File: src/rtl/sdram_pkg.sv
// Shared SDRAM definitions for the UART-to-SDRAM path.
// Contents:
//   - SDRAM command encodings, as {cs_n, ras_n, cas_n, we_n}.
//   - Arbiter state encoding.
//   - Default data and address widths.
//   - The bank value the arbiter drives while it is idle.
package sdram_pkg;

  localparam int unsigned DefDataW = 16;
  localparam int unsigned DefAddrW = 13;

  localparam logic [3:0] CmdNop       = 4'b0111;
  localparam logic [3:0] CmdPCharge   = 4'b0010;
  localparam logic [3:0] CmdAutoRef   = 4'b0001;
  localparam logic [3:0] CmdActive    = 4'b0011;
  localparam logic [3:0] CmdWrite     = 4'b0100;
  localparam logic [3:0] CmdRead      = 4'b0101;
  localparam logic [3:0] CmdBurstStop = 4'b0110;
  localparam logic [3:0] CmdModeReg   = 4'b0000;

  localparam logic [1:0] IdleBa = 2'b11;

  typedef enum logic [2:0] {
    StInit,
    StArbit,
    StAref,
    StWrite,
    StRead
  } arbit_state_e;

endpackage

File: src/rtl/sdram_arbit_sel.sv
// Next-grant select for the SDRAM arbiter (purely combinational).
// Priority order: refresh first, then write, then read.
// Optional macro SDRAM_ARBIT_RR_EN: a write/read tie goes to the engine that was not served last.
// Ports:
//   aref_req, wr_req, rd_req : request levels.
//   last_wr                  : 1 when write was the last engine granted (RR build only).
//   next_grant               : state to enter from ARBIT; StArbit when no request is pending.
module sdram_arbit_sel
  import sdram_pkg::*;
(
  input  logic         aref_req,
  input  logic         wr_req,
  input  logic         rd_req,
`ifdef SDRAM_ARBIT_RR_EN
  input  logic         last_wr,
`endif
  output arbit_state_e next_grant
);

  always_comb begin
    next_grant = StArbit;
    if (aref_req) begin
      next_grant = StAref;
    end else if (wr_req && rd_req) begin
`ifdef SDRAM_ARBIT_RR_EN
      next_grant = last_wr ? StRead : StWrite;
`else
      next_grant = StWrite;
`endif
    end else if (wr_req) begin
      next_grant = StWrite;
    end else if (rd_req) begin
      next_grant = StRead;
    end
  end

endmodule

File: src/rtl/sdram_arbit.sv
// SDRAM command arbiter between the four bus owners:
//   - init sequencer
//   - auto-refresh
//   - write burst engine
//   - read burst engine
// It holds the ownership state and muxes the owner's command, bank, address and write data onto
// the SDRAM pins. Pin outputs are combinational from the state and the requester buses.
// Optional macro SDRAM_ARBIT_RR_EN: round-robin between write and read, using a 1-bit last-grant
// register.
// Ports:
//   sys_clk, sys_rst                  : clock; synchronous active-high reset.
//   init_*, aref_*, wr_*, rd_*        : requester handshakes and command buses.
//   wr_sdram_en, wr_sdram_data        : write data and its valid strobe.
//   aref_en, wr_en, rd_en             : grants.
//   sdram_cke                         : clock enable.
//   sdram_cs_n/ras_n/cas_n/we_n       : command pins.
//   sdram_ba, sdram_addr              : bank and address pins.
//   sdram_dq_out, sdram_dq_oe         : data pad drive and its output enable.
module sdram_arbit
  import sdram_pkg::*;
#(
  parameter int unsigned DATA_W = DefDataW,
  parameter int unsigned ADDR_W = DefAddrW
) (
  input  logic              sys_clk,
  input  logic              sys_rst,
  input  logic              init_end,
  input  logic [3:0]        init_cmd,
  input  logic [1:0]        init_ba,
  input  logic [ADDR_W-1:0] init_addr,
  input  logic              aref_req,
  input  logic              aref_end,
  input  logic [3:0]        aref_cmd,
  input  logic [1:0]        aref_ba,
  input  logic [ADDR_W-1:0] aref_addr,
  input  logic              wr_req,
  input  logic              wr_end,
  input  logic [3:0]        wr_cmd,
  input  logic [1:0]        wr_ba,
  input  logic [ADDR_W-1:0] wr_addr,
  input  logic              wr_sdram_en,
  input  logic [DATA_W-1:0] wr_sdram_data,
  input  logic              rd_req,
  input  logic              rd_end,
  input  logic [3:0]        rd_cmd,
  input  logic [1:0]        rd_ba,
  input  logic [ADDR_W-1:0] rd_addr,
  output logic              aref_en,
  output logic              wr_en,
  output logic              rd_en,
  output logic              sdram_cke,
  output logic              sdram_cs_n,
  output logic              sdram_ras_n,
  output logic              sdram_cas_n,
  output logic              sdram_we_n,
  output logic [1:0]        sdram_ba,
  output logic [ADDR_W-1:0] sdram_addr,
  output logic [DATA_W-1:0] sdram_dq_out,
  output logic              sdram_dq_oe
);

  arbit_state_e state_q;
  arbit_state_e next_grant;
  logic [3:0]   cmd;

`ifdef SDRAM_ARBIT_RR_EN
  logic last_wr_q;  // 0 = read served last, which is also the reset value
`endif

  sdram_arbit_sel u_sel (
    .aref_req   (aref_req),
    .wr_req     (wr_req),
    .rd_req     (rd_req),
`ifdef SDRAM_ARBIT_RR_EN
    .last_wr    (last_wr_q),
`endif
    .next_grant (next_grant)
  );

  // Each *_end pulse is honoured only in its own state, so a stray pulse cannot end another burst.
  always_ff @(posedge sys_clk) begin
    if (sys_rst) begin
      state_q <= StInit;
`ifdef SDRAM_ARBIT_RR_EN
      last_wr_q <= 1'b0;
`endif
    end else begin
      unique case (state_q)
        StInit:  if (init_end) state_q <= StArbit;
        StArbit: begin
          state_q <= next_grant;
`ifdef SDRAM_ARBIT_RR_EN
          if (next_grant == StWrite) last_wr_q <= 1'b1;
          else if (next_grant == StRead) last_wr_q <= 1'b0;
`endif
        end
        StAref:  if (aref_end) state_q <= StArbit;
        StWrite: if (wr_end) state_q <= StArbit;
        StRead:  if (rd_end) state_q <= StArbit;
        default: state_q <= StInit;
      endcase
    end
  end

  assign aref_en   = (state_q == StAref);
  assign wr_en     = (state_q == StWrite);
  assign rd_en     = (state_q == StRead);
  assign sdram_cke = 1'b1;

  always_comb begin
    cmd        = CmdNop;
    sdram_ba   = IdleBa;
    sdram_addr = '1;
    unique case (state_q)
      StInit: begin
        cmd        = init_cmd;
        sdram_ba   = init_ba;
        sdram_addr = init_addr;
      end
      StAref: begin
        cmd        = aref_cmd;
        sdram_ba   = aref_ba;
        sdram_addr = aref_addr;
      end
      StWrite: begin
        cmd        = wr_cmd;
        sdram_ba   = wr_ba;
        sdram_addr = wr_addr;
      end
      StRead: begin
        cmd        = rd_cmd;
        sdram_ba   = rd_ba;
        sdram_addr = rd_addr;
      end
      default: ;
    endcase
  end

  assign {sdram_cs_n, sdram_ras_n, sdram_cas_n, sdram_we_n} = cmd;

  assign sdram_dq_oe  = (state_q == StWrite) && wr_sdram_en;
  assign sdram_dq_out = sdram_dq_oe ? wr_sdram_data : '0;

endmodule

File: config.mk
export PLATFORM = sky130hd
export DESIGN_NAME = sdram_arbit
export DESIGN_NICKNAME = d
export VERILOG_FILES = /design/src/rtl/sdram_pkg.sv /design/src/rtl/sdram_arbit_sel.sv /design/src/rtl/sdram_arbit.sv
export SDC_FILE = /design/constraint.sdc
export NUM_CORES = 1
export LEC_CHECK = 0
export ABC_AREA = 1
export BUFFER_PORTS_ARGS = -buffer_cell sky130_fd_sc_hd__buf_4
export CORE_MARGIN = 1
export CORE_UTILIZATION = 30
export DETAILED_ROUTE_END_ITERATION = 16
export PLACE_DENSITY = 0.81
export RECOVER_POWER = 50
export SLEW_MARGIN = 20
export SYNTH_ARGS = -nofsm -noshare
export SYNTH_HDL_FRONTEND = slang
export SYNTH_SLANG_ARGS = --single-unit
File: constraint.sdc
create_clock -name sys_clk -period 1.44 [get_ports sys_clk]
set_input_delay 0.072 -clock sys_clk [delete_from_list [all_inputs] [get_ports sys_clk]]
set_output_delay 0.072 -clock sys_clk [all_outputs]
set_load 0.01 [all_outputs]
==> results of run 1 <==
[cell usage in the layout (no fill, tap or decap), types with 2 or more instances in the layout]
cell type     n
a21oi_2      16
a22oi_2       2
buf_12        2
buf_4       146
buf_6         9
clkbuf_4      5
clkinvlp_4    2
dfxtp_4       2
inv_1        22
inv_2         3
inv_4         2
nand2_1      62
nand2_2       9
nand3_1       3
nand3_2       6
nand4_1      13
nor2_1       12
nor2_2       10
nor2_4        4
[cell families (layout without fill, tap and decap cells)]
kind of cell,after synthesis,after routing,share of synthesized area
compound gates,21,21,0.151
simple gates,124,124,0.596
buf+inv,39,196,0.187
other cells,1,1,0.00385
flops,3,3,0.0616
[final timing paths]
check                                               end  slack [ns]  depth (start not counted)
worst max-delay path                    sdram_dq_out[2]       -0.06                          6
worst min-delay path            state_q[2]$_SDFFE_PP0P_        0.12                          4
worst max register to register  state_q[0]$_SDFFE_PP0P_        0.12                          8
worst min register to register  state_q[0]$_SDFFE_PP0P_        0.53                          2
[layout make-up]
class	count	share of cell area
sequential	3	0.0286
timing repair buffer	161	0.527
timing repair inverter	2	0.00624
tap	44	0.0229
multi-input combinational	146	0.352
clock buffer	4	0.0109
inverter	29	0.0525
[critical path, stage by stage (launching register included)]
cell	delay, ns
dfxtp_4	0.38
nand2_2	0.07
nor2_4	0.13
clkbuf_2	0.20
nand2_8	0.12
nor2_1	0.14
buf_4	0.14
[cell usage after synthesis, types with 2 or more instances]
| cell | count |
|---|---|
| nand3_1 | 9 |
| a21oi_2 | 10 |
| a22oi_1 | 2 |
| nor2_2 | 11 |
| nand2_2 | 2 |
| buf_2 | 4 |
| a21oi_1 | 7 |
| buf_4 | 4 |
| nand2_1 | 71 |
| nor2_4 | 3 |
| nor3_2 | 2 |
| dfxtp_1 | 3 |
| nor2_1 | 12 |
| inv_2 | 5 |
| buf_6 | 2 |
| inv_1 | 23 |
| nand4_1 | 13 |
[stage by stage]
| step | TNS (ns) | setup WS [ns] |
|---|---|---|
| after floorplan | 0 | 0.300 |
| after global placement | -0.00286 | -0.00286 |
| after detailed placement | -0.485 | -0.0680 |
| after CTS | -0.623 | -0.0521 |
| after global routing | -2.89 | -0.110 |
| final | -0.480 | -0.0553 |
[timing repair]
action                                  CTS  global route
buffers inserted                          9             2
gates cloned                              2             0
endpoints found under the setup margin   38            36
endpoints found under the hold margin     1             0
gates resized for setup                  43             6
pin swaps                                 7             3
hold buffers                              1             0
[layer usage]
metal,up-vias,part of all wire
met2,75,0.53
met5,-,0
met4,0,0.014
li1,900,-
met3,8,0.069
met1,765,0.38
[power breakdown]
| part | switching (mW) | leakage [nW] | internal [mW] | total, mW |
|---|---|---|---|---|
| Clock | 0.0474 | 0.0150 | 0.104 | 0.152 |
| Sequential | 0.0560 | 0.0264 | 0.122 | 0.178 |
| Combinational | 1.74 | 1.27 | 1.76 | 3.50 |
==> run_results.csv, run 1 <==
group,metric,value,unit
run_status,status,"finished with violations",
sta,setup_viol,27,
cells_and_area,multiInputGateArea,847,um2
grt,grt_pass1_wl,6800,um
sta,timing.fmax,669,MHz
cells_and_area,final_util,0.782,
synthesis,avgSynthCellArea,5.18,um2
floorplanning,placementRows,20,
critical_path,crit_required,1.37,ns
floorplanning,die_y,59,um
cells_and_area,post_layout_nonfiller_instances,389,
grt,grt_use_met2,0.471,
power_and_ir_drop,p_leak,1.31,nW
critical_path,crit_type,"reg -> out",
cts,insertion_delay,0.24,ns
floorplanning,start_util,0.317,
run_status,violations,"setup timing",
place,place_area,2110,um2
cts,clk_path_buf_depth,2,
sta,holdWs,0.123,ns
synthesis,synth_edf_count,0,
synthesis,synthesis.nets,290,
synthesis,syn_area,975,um2
power_and_ir_drop,design_power_total,3.83,mW
routing,num_vias,1748,
place,gp_congestion,0.774,
routing,ant_nets,0,
cts,htreeDepth,1,
routing,first_pass_iters,4,
critical_path,cp.arrival,1.42,ns
floorplanning,ios,142,
cells_and_area,nFillCells,247,
critical_path,cp_max_fo,17,
cts,path_clk_slew,0.04,ns
synthesis,netlist.area_leader.share,0.273,
critical_path,critPathLaunch,"state_q[1]$_SDFFE_PP0P_",
synthesis,synthFlopType,"dfxtp_1",
critical_path,critPathCaptureType,"output port",
cells_and_area,drive_gt1_frac,0.655,
critical_path,r2r-start,"state_q[0]$_SDFFE_PP0P_",
cells_and_area,syn_to_final_growth,147,%
grt,met1_usage,0.278,
sta,fin_crit,1.50,ns
cts,cts_root_buf,"clkbuf_4",
floorplanning,die-area,3480,um2
sta,fin_ws,-0.0553,ns
routing,vias_per_cell,4.49,
worst_hold_path,worstHoldStart,"aref_req",
cells_and_area,reg_top3,"state_q x3",
grt,antenna_found_initial,0,
synthesis,synth.largest_area_cell,"nand2_1",
cells_and_area,n_antenna_cell,0,
cts,cts_buffers,3,
routing,post_drt_wl_per_cell,12.0,um
grt,busiest_layer,"met2",
sta,report.final.slew_viol_count,0,
grt,grt_pass1_vias,1611,
cts,clock-sinks,3,
synthesis,yosysWarningCount,0,
synthesis,synth_area_leaders,"nand2_1, a21oi_2, inv_1",
cells_and_area,final_area,2410,um2
worst_hold_path,hold_path_class,"in -> reg",
synthesis,ys_ff_latch,3,
sta,fin_worst_skew,0.00652,ns
floorplanning,die_w,59,um
grt,gr-total-overflow,0,
cells_and_area,layout.area.seq,68.8,um2
synthesis,ys_types,22,
cells_and_area,largest_register_ffs,3,
sta,hold_viol,0,
cells_and_area,largest_register,"state_q",
synthesis,ys_seq_area_frac,0.0616,
power_and_ir_drop,peakVddDrop,0.00109,V
place,port_buffers,140,
place,post-dp-hpwl,3530,um
power_and_ir_drop,p_per_area,1590,nW/um2
sta,finalCritPeriodShare,1.04,
cells_and_area,nets,448,
synthesis,async_flop_share,0,
routing,drt_iter0_markers,80,
synthesis,syn_inst,188,
routing,wl,4670,um
grt,grt_max_degree,18,
critical_path,cp-start-kind,"flop",
routing,drc_errors,0,
cts,cts_tree,"built",
grt,use_met3,0.0349,
grt,grt_usage,0.251,
place,dp_cells,371,
job,cap_violations,0,
sta,rsz0062_at_grt,"true",
floorplanning,core_area,3080,um2
Power figures use the tool's default switching activity.
==> run 2: changes to the inputs <==
--- a/config.mk
+++ b/config.mk
@@ -6,5 +6,4 @@
 export NUM_CORES = 1
 export LEC_CHECK = 0
-export ABC_AREA = 1
 export BUFFER_PORTS_ARGS = -buffer_cell sky130_fd_sc_hd__buf_4
 export CORE_MARGIN = 1
==> constraint.sdc (replaced) <==
create_clock -name sys_clk -period 1.44 [get_ports sys_clk]
set_input_delay 0.36 -clock sys_clk [delete_from_list [all_inputs] [get_ports sys_clk]]
set_output_delay 0.36 -clock sys_clk [all_outputs]
set_load 0.01 [all_outputs]
==> run_results.csv, run 2 <==
group,metric,value,unit
power_and_ir_drop,seq_power_share,0.078,
floorplanning,placementRows,20,
cells_and_area,final_common_cell,"buf_4",
cts,clock-sinks,3,
critical_path,r2r-start,"state_q[1]$_SDFFE_PP0P_",
cts,cts_root_buf,"clkbuf_4",
cells_and_area,reg_top3,"state_q x3",
floorplanning,ios,142,
floorplanning,core_area,3050,um2
routing,wl,6770,um
sta,timing.fmax,543,MHz
routing,drc_errors,0,
synthesis,ys_ff_latch,3,
cells_and_area,post_layout_nonfiller_instances,332,
synthesis,synth_edf_count,0,
cells_and_area,drive_gt1_frac,0.771,
sta,fin_ws,-0.402,ns
critical_path,cp.arrival,1.48,ns
power_and_ir_drop,p_switching,622,uW
grt,grt_pass1_vias,1550,
job,cap_violations,0,
place,port_buffers,140,
floorplanning,start_util,0.318,
cells_and_area,syn_to_final_growth,187,%
sta,hold_viol,0,
run_status,violations,"setup timing",
synthesis,async_flop_share,0,
power_and_ir_drop,p_int,941,uW
synthesis,syn_inst,136,
grt,antenna_found_initial,0,
cells_and_area,most-common-layout-cells,"buf_4, nor2_1, buf_6",
grt,gr-total-overflow,0,
cells_and_area,largest_register,"state_q",
sta,setup_viol,39,
cts,cts_buffers,3,
critical_path,critPathLaunch,"state_q[1]$_SDFFE_PP0P_",
cells_and_area,largest_register_ffs,3,
synthesis,synth_common_cells,"nor2_1, mux2i_1, and3_1",
cts,htreeDepth,1,
routing,num_vias,1853,
cells_and_area,nFillCells,128,
floorplanning,die-area,3460,um2
power_and_ir_drop,p_leak,1.28,nW
synthesis,synth_most_common_cell,"nor2_1",
floorplanning,die_w,58.9,um
grt,grt_usage,0.263,
synthesis,yosysWarningCount,0,
sta,fin_worst_skew,0.00373,ns
worst_hold_path,hold_path_class,"in -> reg",
synthesis,syn_area,970,um2
sta,rsz0062_at_grt,"true",
critical_path,critPathCaptureType,"output port",
cts,path_clk_slew,0.04,ns
critical_path,cp-start-kind,"flop",
power_and_ir_drop,p_clk_frac,0.103,
power_and_ir_drop,p_per_area,561,nW/um2
sta,fin_crit,1.84,ns
cts,insertion_delay,0.24,ns
cells_and_area,n_antenna_cell,0,
power_and_ir_drop,switching_share,0.398,
synthesis,synthFlopType,"dfxtp_1",
critical_path,cp_max_fo,8,
grt,grt_max_degree,20,
worst_hold_path,worstHoldStart,"sys_rst",
synthesis,avgSynthCellArea,7.13,um2
synthesis,synthesis.nets,238,
routing,drt_iter0_markers,126,
cells_and_area,nets,391,
place,dp_cells,324,
synthesis,ys_types,28,
synthesis,synth.largest_area_cell,"mux2i_1",
routing,post_drt_wl_per_cell,20.4,um
synthesis,ys_seq_area_frac,0.0619,
power_and_ir_drop,comb_power_share,0.820,
sta,finalCritPeriodShare,1.28,
routing,first_pass_iters,4,
critical_path,crit_required,1.08,ns
critical_path,crit_type,"reg -> out",
routing,vias_per_cell,5.58,
place,gp_congestion,0.792,
synthesis,netlist.area_leader.share,0.186,
cts,cts_hold_buf,0,
sta,report.final.slew_viol_count,0,
power_and_ir_drop,design_power_total,1.56,mW
grt,grt_pass1_wl,6850,um
run_status,status,"finished with violations",
power_and_ir_drop,peakVddDrop,0.000469,V
floorplanning,die_y,58.9,um
cts,clk_path_buf_depth,2,
place,post-dp-hpwl,3890,um
synthesis,synth_area_leaders,"mux2i_1, nor2_1, a221oi_1",
routing,ant_nets,0,
cts,cts_tree,"built",
run 2: cell types whose count changed after synthesis, moves of 5 or more:
cell      previous run  this run
nand2_1             71         2
nand3_1              9         0
a21oi_1              7         2
a221oi_2             0         5
nor2_2              11         0
a21oi_2             10         0
mux2i_1              0        18
and3_1               0        16
inv_1               23         2
nand4_1             13         0
nor2_1              12        39
a221oi_1             0        13
run 2: final cells by class:
type | instances | area [um2] | share of cell area
Inverter | 3 | 23.8 | 0.00854
Timing Repair inverter | 3 | 48.8 | 0.0175
Multi-Input combinational cell | 115 | 1220 | 0.437
Tap cell | 44 | 55.1 | 0.0198
Sequential cell | 3 | 71.3 | 0.0256
Timing Repair Buffer | 160 | 1340 | 0.482
Clock buffer | 4 | 26.3 | 0.00944
run 2: stage by stage:
step                utilization  instance area (um2)  TNS (ns)  worst slack, ns  hold slack [ns]
finish                    0.912                 2780    -10.75           -0.402            0.288
global route              0.912                 2780    -12.60           -0.494            0.275
CTS                       0.827                 2520     -8.84           -0.348            0.281
detailed placement        0.804                 2450     -2.15           -0.139            0.546
global placement          0.804                 2450     -2.12           -0.112            0.542
floorplan                     -                 1310    -0.350          -0.0195            0.429
run 2: repair_timing:
action,in CTS,in global routing
endpoints found under the hold margin,0,0
pin swaps,3,19
endpoints found under the setup margin,39,39
resized for setup,14,53
buffers inserted,0,1
cloned,0,3
run 2: critical path, stage by stage (launching register included):
cell and delay, ns:
dfxtp_4 0.39, buf_6 0.15, mux2i_2 0.18, a221oi_4 0.33, buf_4 0.18
run 2: power by group through the flow:
stage	registers [mW]	logic, mW	clock network, mW
6_report	0.121	1.28	0.161
5_1_grt	0.122	1.35	0.176
4_1_cts	0.120	1.18	0.164
3_5_place_dp	0.120	1.16	0
3_3_place_gp	0.120	1.14	0
2_1_floorplan	0.108	0.688	0
run 2: cell families after synthesis:
kind of cell / after synthesis / share of synthesized area
AND/OR/NAND/NOR: 70 / 0.364
AO/OA/AOI/OAI: 25 / 0.245
multiplexers: 19 / 0.197
buffers and inverters: 18 / 0.128
flip-flops: 3 / 0.0619
other: 1 / 0.00387
run 2: routing by layer:
layer,up-vias,global-route usage,wire length (um)
met1,869,0.272,2190
li1,810,-,-
met3,32,0.0615,571
met2,142,0.515,3660
met4,0,0.0782,351
met5,-,0,0
run 2: worst paths after layout:
check        cells after the start  slack [ns]                       to
max reg2reg                      4        0.13  state_q[1]$_SDFFE_PP0P_
min reg2reg                      2        0.60  state_q[1]$_SDFFE_PP0P_
max                              4       -0.40            sdram_addr[4]
min                              2        0.29  state_q[1]$_SDFFE_PP0P_
==> run 3: changes to the inputs <==
==> constraint.sdc (replaced) <==
create_clock -name sys_clk -period 1.44 [get_ports sys_clk]
set_input_delay 0.36 -clock sys_clk [delete_from_list [all_inputs] [get_ports sys_clk]]
set_output_delay 0.36 -clock sys_clk [all_outputs]
set_load 0.05 [all_outputs]
==> run_results.csv, run 3 <==
group,metric,value,unit
cts,cts_buffers,3,
grt,grt_max_degree,20,
place,post-dp-hpwl,3990,um
synthesis,avgSynthCellArea,7.13,um2
place,gp_congestion,0.845,
floorplanning,ios,142,
cts,htreeDepth,1,
synthesis,synth_area_leaders,"mux2i_1, nor2_1, a221oi_1",
synthesis,synthFlopType,"dfxtp_1",
synthesis,synthesis.nets,238,
synthesis,ys_ff_latch,3,
synthesis,synth_edf_count,0,
cts,cts_root_buf,"clkbuf_4",
run_status,lastStage,"global routing (5_1_grt)",
synthesis,async_flop_share,0,
place,port_buffers,140,
cts,clock-sinks,3,
sta,worst-ep-kind,"top-level output",
run_status,error_line,"[ERROR DPL-0038] Utilization greater than 100%, impossible to legalize",
floorplanning,die_y,58.9,um
cts,clk_path_buf_depth,2,
synthesis,ys_seq_area_frac,0.0619,
synthesis,syn_inst,136,
synthesis,yosysWarningCount,0,
cts,cts_hold_buf,0,
synthesis,synth.largest_area_cell,"mux2i_1",
run_status,status,"stopped before the end",
floorplanning,start_util,0.318,
synthesis,syn_area,970,um2
sta,grt_worst_setup_endpoint,"sdram_addr[5]",
synthesis,netlist.area_leader.share,0.186,
place,preCtsSetupSlack,-0.233,ns
synthesis,synth_most_common_cell,"nor2_1",
synthesis,ys_types,28,
synthesis,synth_common_cells,"nor2_1, mux2i_1, and3_1",
floorplanning,placementRows,20,
floorplanning,die_w,58.9,um
run 3: cell counts after synthesis:
No cell type changed its count.
run 3: timing repair:
| action | CTS |
|---|---|
| endpoints found under the hold margin | 0 |
| gates cloned | 1 |
| setup buffers | 4 |
| gates resized for setup | 32 |
| pin swaps | 11 |
| endpoints found under the setup margin | 39 |
run 3: cells by family after synthesis:
| group | after synthesis | share of synthesized area |
|---|---|---|
| other | 1 | 0.00387 |
| AO/OA/AOI/OAI | 25 | 0.245 |
| AND/OR/NAND/NOR | 70 | 0.364 |
| flip-flops | 3 | 0.0619 |
| multiplexers | 19 | 0.197 |
| buffers and inverters | 18 | 0.128 |
run 3: per-stage QoR:
stage          TNS [ns]  instance area (um2)  hold WS (ns)  instances
2_1_floorplan     -5.78                 1420         0.429        136
3_3_place_gp      -4.67                 2540         0.546        322
3_5_place_dp      -5.61                 2540         0.548        322
4_1_cts          -12.64                 2750         0.294        331
==> run 4: changes to the inputs <==
CORE_AREA = 2 2 63 65   (was unset)
CORE_MARGIN = unset   (was 1)
CORE_UTILIZATION = unset   (was 30)
DIE_AREA = 0 0 65 67   (was unset)
PLACE_DENSITY = unset   (was 0.81)
PLACE_DENSITY_LB_ADDON = 0.15   (was unset)
==> run_results.csv, run 4 (synthesis gave the netlist of run 2 again) <==
group,metric,value,unit
run_status,status,"finished with violations",
run_status,violations,"setup timing",
critical_path,crit_type,"reg -> out",
place,dp_cells,327,
cells_and_area,reg_top3,"state_q x3",
sta,timing.fmax,557,MHz
routing,drt_iter0_markers,41,
power_and_ir_drop,p_int,1.12,mW
critical_path,cp_max_fo,9,
cells_and_area,final_common_cell,"buf_4",
cells_and_area,nets,388,
routing,drc_errors,0,
critical_path,slowest_delay,0.38,ns
sta,fin_worst_skew,0.000629,ns
cts,clk_path_buf_depth,2,
cells_and_area,drive_gt1_frac,0.754,
place,preCtsSetupSlack,-0.225,ns
routing,wl,5050,um
job,cap_violations,0,
cts,cts_buffers,3,
cells_and_area,most-common-layout-cells,"buf_4, nor2_1, buf_6",
power_and_ir_drop,p_leak,1.32,nW
cts,insertion_delay,0.22,ns
cells_and_area,layout.area.seq,71.3,um2
power_and_ir_drop,p_clk_frac,0.122,
cells_and_area,syn_to_final_growth,196,%
cells_and_area,largest_register_ffs,3,
sta,rsz0062_at_grt,"true",
sta,hold_viol,0,
power_and_ir_drop,p_per_area,722,nW/um2
critical_path,cp.buffers_inverters,2,
cells_and_area,post_layout_nonfiller_instances,333,
critical_path,cp-start-kind,"flop",
place,gp_congestion,0.849,
floorplanning,placementRows,22,
floorplanning,ios,142,
cts,cts_tree,"built",
cts,clock-sinks,3,
cells_and_area,multiInputGateArea,1180,um2
sta,fin_ws,-0.356,ns
routing,vias_per_cell,4.89,
cts,htreeDepth,1,
place,post-dp-hpwl,3780,um
sta,report.final.slew_viol_count,0,
floorplanning,core_area,3610,um2
grt,grt_pass1_wl,7600,um
sta,tns,-9.98,ns
critical_path,cp.arrival,1.44,ns
routing,ant_nets,0,
power_and_ir_drop,peakVddDrop,0.000653,V
cells_and_area,largest_register,"state_q",
power_and_ir_drop,seq_power_share,0.059,
cts,cts_root_buf,"clkbuf_8",
cells_and_area,nFillCells,244,
sta,setup_viol,39,
grt,gr-total-overflow,0,
critical_path,timing.critical_path.cells,"buf_4 > mux2i_1 > a221oi_4 > buf_6",
sta,fin_crit,1.80,ns
grt,grt_usage,0.221,
floorplanning,die_y,67,um
critical_path,critPathCaptureType,"output port",
cts,path_clk_slew,0.03,ns
routing,first_pass_iters,4,
critical_path,critical_path.top_delay_family,"flip-flops",
routing,num_vias,1629,
grt,grt_pass1_vias,1694,
power_and_ir_drop,p_switching,953,uW
worst_hold_path,hold_path_class,"in -> reg",
cells_and_area,n_antenna_cell,0,
sta,finalCritPeriodShare,1.25,
floorplanning,die-area,4360,um2
routing,post_drt_wl_per_cell,15.2,um
grt,grt_max_degree,20,
floorplanning,die_w,65,um
critical_path,critPathSlowestCell,"dfxtp_4",
power_and_ir_drop,switching_share,0.460,
power_and_ir_drop,design_power_total,2.07,mW
grt,antenna_found_initial,0,
floorplanning,start_util,0.269,
cts,cts_hold_buf,0,
place,port_buffers,140,
critical_path,crit_required,1.08,ns
power_and_ir_drop,comb_power_share,0.819,
run 4: metal layers:
metal,up-vias,part of all wire,GRT usage
li1,805,-,-
met3,6,0.073,0.0490
met2,79,0.56,0.436
met5,-,0,0
met1,739,0.35,0.234
met4,0,0.012,0.0612
run 4: stage by stage:
step / utilization / cell area [um2] / hold slack [ns]
5_1_grt: 0.796 / 2870 / 0.316
2_1_floorplan: - / 1420 / 0.429
3_5_place_dp: 0.705 / 2540 / 0.546
4_1_cts: 0.784 / 2830 / 0.307
3_3_place_gp: 0.705 / 2540 / 0.546
6_report: 0.796 / 2870 / 0.325
run 4: worst register-to-register path, cell delays in order, from the launching register on:
cell and delay (ns):
dfxtp_4 0.38, buf_6 0.15, buf_6 0.13, or3_1 0.37, a31oi_1 0.18, nor3_1 0.06
run 4: final cells by class:
cell class	instances	area share
Multi-Input combinational cell	115	0.411
Tap cell	48	0.0209
Sequential cell	3	0.0249
Timing Repair Buffer	160	0.519
Inverter	3	0.00829
Clock buffer	4	0.0157
run 4: repair_timing:
item / 4_1_cts / 5_1_grt
gates resized for setup: 55 / 15
gates cloned: 1 / 0
setup endpoints to repair: 40 / 39
buffers inserted: 1 / 1
pin swaps: 2 / 3
run 4: worst paths after layout:
path	slack, ns	to	cells past startpoint	from
setup / recovery	-0.36	sdram_ba[1]	4	state_q[1]$_SDFFE_PP0P_
hold / removal	0.33	state_q[1]$_SDFFE_PP0P_	2	sys_rst
setup reg to reg	0.06	state_q[1]$_SDFFE_PP0P_	5	state_q[1]$_SDFFE_PP0P_
hold reg to reg	0.60	state_q[1]$_SDFFE_PP0P_	2	state_q[2]$_SDFFE_PP0P_
run 4: power by group through the flow:
stage	logic (mW)	clock network [mW]	registers (mW)
floorplan	1.09	0	0.110
detailed placement	1.54	0	0.125
CTS	1.70	0.264	0.123
finish	1.70	0.253	0.122
global placement	1.53	0	0.124
global route	1.78	0.272	0.124
